`config.mk`:
```
export PLATFORM = sky130hd
export DESIGN_NAME = nco_freq_meter
export DESIGN_NICKNAME = d
export VERILOG_FILES = /design/src/rtl/nco_freq_meter.sv
export SDC_FILE = /design/constraint.sdc
export NUM_CORES = 1
export LEC_CHECK = 0
export ABC_CLOCK_PERIOD_IN_PS = 7200
export BUFFER_PORTS_ARGS = -buffer_cell sky130_fd_sc_hd__buf_4
export CELL_PAD_IN_SITES_DETAIL_PLACEMENT = 1
export CELL_PAD_IN_SITES_GLOBAL_PLACEMENT = 2
export CORE_MARGIN = 10
export CORE_UTILIZATION = 38
export CTS_CLUSTER_SIZE = 40
export DETAILED_ROUTE_END_ITERATION = 16
export PLACE_DENSITY = 0.92
export SLEW_MARGIN = 0
export SYNTH_ARGS = -nofsm -noshare
export SYNTH_HDL_FRONTEND = slang
export SYNTH_SLANG_ARGS = --single-unit
```
`constraint.sdc`:
```
create_clock -name clk -period 7.2 [get_ports clk]
set_input_delay 1.8 -clock clk [delete_from_list [all_inputs] [get_ports clk]]
set_output_delay 1.8 -clock clk [all_outputs]
set_load 0.01 [all_outputs]
```
`src/rtl/nco_freq_meter.sv`:
```
// Recovers an NCO phase increment from a sin/cos stream: vectoring CORDIC per sample,
// modular phase differences averaged over 2^AVG_LOG2. Define NCO_FREQ_PHASE_OUT_EN for phase_o/phase_valid.
module nco_freq_meter #(
  parameter int DW       = 13,
  parameter int PW       = 32,
  parameter int ITER     = 16,
  parameter int AVG_LOG2 = 4
) (
  input  logic                 clk,
  input  logic                 reset_n,
  input  logic                 clken,
  input  logic signed [DW-1:0] sin_i,
  input  logic signed [DW-1:0] cos_i,
  input  logic                 in_valid,
  output logic                 in_ready,
  output logic [PW-1:0]        phi_est_o,
  output logic                 out_valid,
  output logic                 zero_err
`ifdef NCO_FREQ_PHASE_OUT_EN
  ,
  output logic [PW-1:0]        phase_o,
  output logic                 phase_valid
`endif
);

  localparam int XW   = DW + 2;
  localparam int AW   = PW + AVG_LOG2;
  localparam int IW   = (ITER > 1) ? $clog2(ITER) : 1;
  localparam int TW   = 1 << IW;
  localparam int CW   = AVG_LOG2 + 1;
  localparam int NAVG = 1 << AVG_LOG2;

  typedef enum logic [1:0] {IDLE, PRE, ROT, DIFF} state_t;

  // atan(2^-i) expressed in turns scaled to 2^32; rescaled below to PW bits.
  function automatic logic [63:0] atan_turn32(input int idx);
    case (idx)
      0:  atan_turn32 = 64'h2000_0000;
      1:  atan_turn32 = 64'h12E4_051E;
      2:  atan_turn32 = 64'h09FB_385B;
      3:  atan_turn32 = 64'h0511_11D4;
      4:  atan_turn32 = 64'h028B_0D43;
      5:  atan_turn32 = 64'h0145_D7E1;
      6:  atan_turn32 = 64'h00A2_F61E;
      7:  atan_turn32 = 64'h0051_7C55;
      8:  atan_turn32 = 64'h0028_BE53;
      9:  atan_turn32 = 64'h0014_5F2F;
      10: atan_turn32 = 64'h000A_2F98;
      11: atan_turn32 = 64'h0005_17CC;
      12: atan_turn32 = 64'h0002_8BE6;
      13: atan_turn32 = 64'h0001_45F3;
      14: atan_turn32 = 64'h0000_A2FA;
      15: atan_turn32 = 64'h0000_517D;
      16: atan_turn32 = 64'h0000_28BE;
      17: atan_turn32 = 64'h0000_145F;
      18: atan_turn32 = 64'h0000_0A30;
      19: atan_turn32 = 64'h0000_0518;
      20: atan_turn32 = 64'h0000_028C;
      21: atan_turn32 = 64'h0000_0146;
      22: atan_turn32 = 64'h0000_00A3;
      23: atan_turn32 = 64'h0000_0051;
      24: atan_turn32 = 64'h0000_0029;
      25: atan_turn32 = 64'h0000_0014;
      26: atan_turn32 = 64'h0000_000A;
      27: atan_turn32 = 64'h0000_0005;
      28: atan_turn32 = 64'h0000_0003;
      29: atan_turn32 = 64'h0000_0001;
      default: atan_turn32 = 64'd0;
    endcase
  endfunction

  function automatic logic [PW-1:0] atan_entry(input int idx);
    logic [63:0] v;
    int sh;
    v  = atan_turn32(idx);
    sh = (PW >= 32) ? (PW - 32) : (32 - PW);
    if (PW >= 32) v = v << sh;
    else          v = (v + (64'd1 << (sh - 1))) >> sh;
    return v[PW-1:0];
  endfunction

  logic [PW-1:0] atan_tab [TW];
  generate
    for (genvar gi = 0; gi < TW; gi++) begin : g_atan
      assign atan_tab[gi] = atan_entry(gi);
    end
  endgenerate

  state_t                state_reg, state_next;
  logic signed [XW-1:0]  x_reg, x_next, y_reg, y_next;
  logic [PW-1:0]         z_reg, z_next, prev_reg, prev_next, est_reg, est_next;
  logic [IW-1:0]         i_reg, i_next;
  logic [AW-1:0]         acc_reg, acc_next;
  logic [CW-1:0]         cnt_reg, cnt_next;
  logic                  have_prev_reg, have_prev_next;
  logic                  ov_reg, ov_next, zero_reg, zero_next;
`ifdef NCO_FREQ_PHASE_OUT_EN
  logic [PW-1:0]         phase_reg, phase_next;
  logic                  pv_reg, pv_next;
`endif

  logic signed [XW-1:0]  x_sh, y_sh;
  logic [PW-1:0]         d;
  logic [AW-1:0]         acc_sum;

  assign x_sh    = x_reg >>> i_reg;
  assign y_sh    = y_reg >>> i_reg;
  assign d       = z_reg - prev_reg;
  assign acc_sum = acc_reg + {{AVG_LOG2{d[PW-1]}}, d};

  always_comb begin
    state_next     = state_reg;
    x_next         = x_reg;
    y_next         = y_reg;
    z_next         = z_reg;
    i_next         = i_reg;
    prev_next      = prev_reg;
    est_next       = est_reg;
    acc_next       = acc_reg;
    cnt_next       = cnt_reg;
    have_prev_next = have_prev_reg;
    zero_next      = zero_reg;
    ov_next        = 1'b0;
`ifdef NCO_FREQ_PHASE_OUT_EN
    phase_next     = phase_reg;
    pv_next        = 1'b0;
`endif
    case (state_reg)
      IDLE: begin
        if (in_valid) begin
          x_next = {{2{cos_i[DW-1]}}, cos_i};
          y_next = {{2{sin_i[DW-1]}}, sin_i};
          if (cos_i == '0 && sin_i == '0) zero_next = 1'b1;
          else                            state_next = PRE;
        end
      end
      PRE: begin
        // Fold the left half-plane onto the right so CORDIC stays within its range.
        if (x_reg[XW-1]) begin
          x_next = -x_reg;
          y_next = -y_reg;
          z_next = {1'b1, {(PW-1){1'b0}}};
        end else begin
          z_next = '0;
        end
        i_next     = '0;
        state_next = ROT;
      end
      ROT: begin
        if (!y_reg[XW-1]) begin
          x_next = x_reg + y_sh;
          y_next = y_reg - x_sh;
          z_next = z_reg + atan_tab[i_reg];
        end else begin
          x_next = x_reg - y_sh;
          y_next = y_reg + x_sh;
          z_next = z_reg - atan_tab[i_reg];
        end
        if (i_reg == IW'(ITER - 1)) state_next = DIFF;
        else                        i_next     = i_reg + 1'b1;
      end
      DIFF: begin
`ifdef NCO_FREQ_PHASE_OUT_EN
        phase_next = z_reg;
        pv_next    = 1'b1;
`endif
        prev_next = z_reg;
        if (!have_prev_reg) begin
          have_prev_next = 1'b1;
        end else if (cnt_reg == CW'(NAVG - 1)) begin
          est_next = acc_sum[AW-1:AVG_LOG2];
          ov_next  = 1'b1;
          acc_next = '0;
          cnt_next = '0;
        end else begin
          acc_next = acc_sum;
          cnt_next = cnt_reg + 1'b1;
        end
        state_next = IDLE;
      end
      default: state_next = IDLE;
    endcase
  end

  always_ff @(posedge clk) begin
    if (!reset_n) begin
      state_reg     <= IDLE;
      x_reg         <= '0;
      y_reg         <= '0;
      z_reg         <= '0;
      i_reg         <= '0;
      prev_reg      <= '0;
      est_reg       <= '0;
      acc_reg       <= '0;
      cnt_reg       <= '0;
      have_prev_reg <= 1'b0;
      ov_reg        <= 1'b0;
      zero_reg      <= 1'b0;
`ifdef NCO_FREQ_PHASE_OUT_EN
      phase_reg     <= '0;
      pv_reg        <= 1'b0;
`endif
    end else if (clken) begin
      state_reg     <= state_next;
      x_reg         <= x_next;
      y_reg         <= y_next;
      z_reg         <= z_next;
      i_reg         <= i_next;
      prev_reg      <= prev_next;
      est_reg       <= est_next;
      acc_reg       <= acc_next;
      cnt_reg       <= cnt_next;
      have_prev_reg <= have_prev_next;
      ov_reg        <= ov_next;
      zero_reg      <= zero_next;
`ifdef NCO_FREQ_PHASE_OUT_EN
      phase_reg     <= phase_next;
      pv_reg        <= pv_next;
`endif
    end
  end

  assign in_ready  = (state_reg == IDLE);
  assign phi_est_o = est_reg;
  assign out_valid = ov_reg & clken;
  assign zero_err  = zero_reg;
`ifdef NCO_FREQ_PHASE_OUT_EN
  assign phase_o     = phase_reg;
  assign phase_valid = pv_reg & clken;
`endif

endmodule
```
==> results.cfg <==
[grt]
groute.usage.overall_pct = 19.46
remaining_global_route_overflow = 0
antenna_found_initial = 0
grt_max_degree = 72
grt_pass1_vias = 15804
first_pass_grt_wire_length_um = 81150

[die]
die_w_um = 225.8
fp.dieArea_mm2 = 0.05099
ios = 65
std_cell_rows = 75
fp.coreArea_mm2 = 0.04195
die_height_um = 225.8
initial_utilization_pct = 38.37

[synthesis]
seq_area_frac_synth_pct = 21.89
yosys_register_bits = 176
synthesis_warning_total = 0
syn_area_per_cell_um2 = 7.592
synth_cells = 2120
synth_commonest_cells = 238 x sky130_fd_sc_hd__nand2_1, 218 x sky130_fd_sc_hd__nor2_1, 216 x sky130_fd_sc_hd__a21oi_1
synth_cell_types = 91
yosys.cell_count.top_type = sky130_fd_sc_hd__nand2_1
synth_enable_flop_cells = 0
syn-num-nets = 2296
synth_area_leader_cell = sky130_fd_sc_hd__dfxtp_1
ys_flop_type = sky130_fd_sc_hd__dfxtp_1
post-synth-top-area-fraction_pct = 21.89
synth_area_mm2 = 0.01609
asyncSetResetFlopFracSynth_pct = 0
synth.top_cells.by_area = sky130_fd_sc_hd__dfxtp_1 22%, sky130_fd_sc_hd__ha_1 11%, sky130_fd_sc_hd__a21oi_1 6.7%

[clocking]
cts_made_buffers = 17
holdBufCountCts = 0
clock_tree.buffer_depth = 2
tritoncts_clock_tree = built
clock-sinks = 176
cts_resized = 0
cts_setup_buffers = 0
maximum_level_of_the_cts_h_tree = 4
clk_latency_ps = 490
clock_tree.root_cell = sky130_fd_sc_hd__clkbuf_16
clkTransAtPathRegs_ps = 70

[timing]
min_period_over_period_pct = 80.24
period_needed_ps = 5777
grt_setup_unrepaired = false
max_freq_mhz = 173.1
tightestPinTransition_ps = 1055
setup-tns-final_ps = 0
finalSetupViolations = 0
finalMaxSlewViolations = 0
total_count_of_hold_check_failures_in_the_final_report = 0
slew-limit-headroom_pct = 29.49
clock-skew-final_ps = 8.784

[drt]
drt-wirelength-per-cell_um = 18.78
route.vias.total = 15388
wirelength_um = 49860
postRouteAntennaNets = 0
starting_drt_drc_count = 688
drt-vias-per-instance = 5.796
drt_pre_antenna_iters = 7
remaining_drc_errors = 0

[setup_path]
cpMaxStageDelayCell = sky130_fd_sc_hd__o221ai_1
critical-path-top-cell-by-count = sky130_fd_sc_hd__a31oi_1
worst_ep_arrival_time_ps = 6180
critical_path_rt_ps = 7610
timing.critical_path.fanout_max = 5
cp-end-kind = flop
cpPeakStageDelay_ps = 450
critPathLaunchType = flop
criticalPathCategory = reg2reg

[power]
power.density_mw_per_mm2 = 209.2
power_mw = 3.653
power.static_leakage_nw = 7.275
power.ir.vdd_worst_uv = 145.2

[flow_run]
cap_violations = 0

[min_path]
timing.hold.worst.class = reg2reg

[placed_design]
placement.io_buffers = 64
gp_congestion = 0.9018
dp_cells = 2624
detail_placement_hpwl_um = 38700

[status]
run_status = finished clean

[finish]
post-route-util_pct = 41.63
antennaDiodeCount = 0
post_route_cells_drive_above_1_share_pct = 8.270
finish.cell_count_without_fillers = 2655
n_fill_cell = 5198
layout-area-overhead-vs-synth_pct = 8.489
number_of_flip_flops_in_the_largest_register = 36
final_net_count = 2280
through the flow:
step                cell area, um^2  setup WS [ps]  hold slack, ps
floorplan                     16090           1986           419.1
CTS                           17460           1458           456.4
detailed placement            16890           1479           446.8
global route                  17460          880.8           475.0
finish                        17460           1423           453.9
global placement              16890           1614           427.4
layout make-up:
class	count	area, um^2	area share, %
well taps	539	674.4	3.862
repair buffers	80	600.6	3.440
clock inverters	11	120.1	0.6879
multi-input cells	1733	11730	67.17
clock buffers	20	446.7	2.558
flip-flops and latches	176	3527	20.20
inverters	96	362.8	2.078
worst max-delay path, delay by kind of cell (launching register included):
| kind | cells | cell delay (ps) |
|---|---|---|
| XOR/XNOR | 2 | 310 |
| adder cells (fa/ha/maj) | 3 | 1040 |
| buffers and inverters | 1 | 70 |
| AO/OA/AOI/OAI | 12 | 2620 |
| AND/OR/NAND/NOR | 7 | 1300 |
| flip-flops | 1 | 350 |
cell families after synthesis:
logic type / Yosys count / share of synthesized area (%)
multiplexers: 55 / 5.442
AND/OR/NAND/NOR: 722 / 20.83
buffers and inverters: 211 / 5.318
flip-flops: 176 / 21.89
AO/OA/AOI/OAI: 632 / 25.25
adder cells (fa/ha/maj): 146 / 11.58
XOR/XNOR: 178 / 9.687
final timing paths:
kind | from | to | slack, ps | cells past startpoint
setup / recovery | z_reg[0] | acc_reg[35] | 1420 | 25
hold / removal | prev_reg[13] | prev_reg[13] | 450 | 2
setup reg to reg | z_reg[0] | acc_reg[35] | 1420 | 25
hold reg to reg | prev_reg[13] | prev_reg[13] | 450 | 2
routing by layer:
| layer | vias up | part of all wire (%) | track usage [%] |
|---|---|---|---|
| met4 | 0 | 2.9 | 7.473 |
| met3 | 82 | 3.1 | 3.840 |
| met5 | - | 0 | 0 |
| met2 | 203 | 50 | 35.00 |
| met1 | 7523 | 44 | 22.18 |
| li1 | 7580 | - | - |
placed cells by master, fill, tap and decap left out, types with 21 or more instances in the layout:
| cell | count |
|---|---|
| sky130_fd_sc_hd__nand2_1 | 238 |
| sky130_fd_sc_hd__dfxtp_1 | 173 |
| sky130_fd_sc_hd__nor2_1 | 217 |
| sky130_fd_sc_hd__a211oi_1 | 28 |
| sky130_fd_sc_hd__buf_4 | 80 |
| sky130_fd_sc_hd__nand2b_1 | 21 |
| sky130_fd_sc_hd__xnor2_1 | 115 |
| sky130_fd_sc_hd__inv_1 | 91 |
| sky130_fd_sc_hd__nor3_1 | 50 |
| sky130_fd_sc_hd__a21oi_1 | 216 |
| sky130_fd_sc_hd__o21a_1 | 22 |
| sky130_fd_sc_hd__nand3_1 | 54 |
| sky130_fd_sc_hd__o21ai_0 | 92 |
| sky130_fd_sc_hd__a21o_1 | 59 |
| sky130_fd_sc_hd__a221oi_1 | 24 |
| sky130_fd_sc_hd__nor2b_1 | 28 |
| sky130_fd_sc_hd__xor2_1 | 63 |
| sky130_fd_sc_hd__a22oi_1 | 37 |
| sky130_fd_sc_hd__ha_1 | 141 |
| sky130_fd_sc_hd__a31oi_1 | 28 |
where the power goes:
part           switching, mW  internal, mW  leakage [nW]
Clock                  0.451         0.493         0.277
Combinational          0.942         0.706          5.57
Sequential            0.0663         0.995          1.42
Total                   1.46          2.19          7.27
Note: power is estimated with default switching activity, not from simulation.
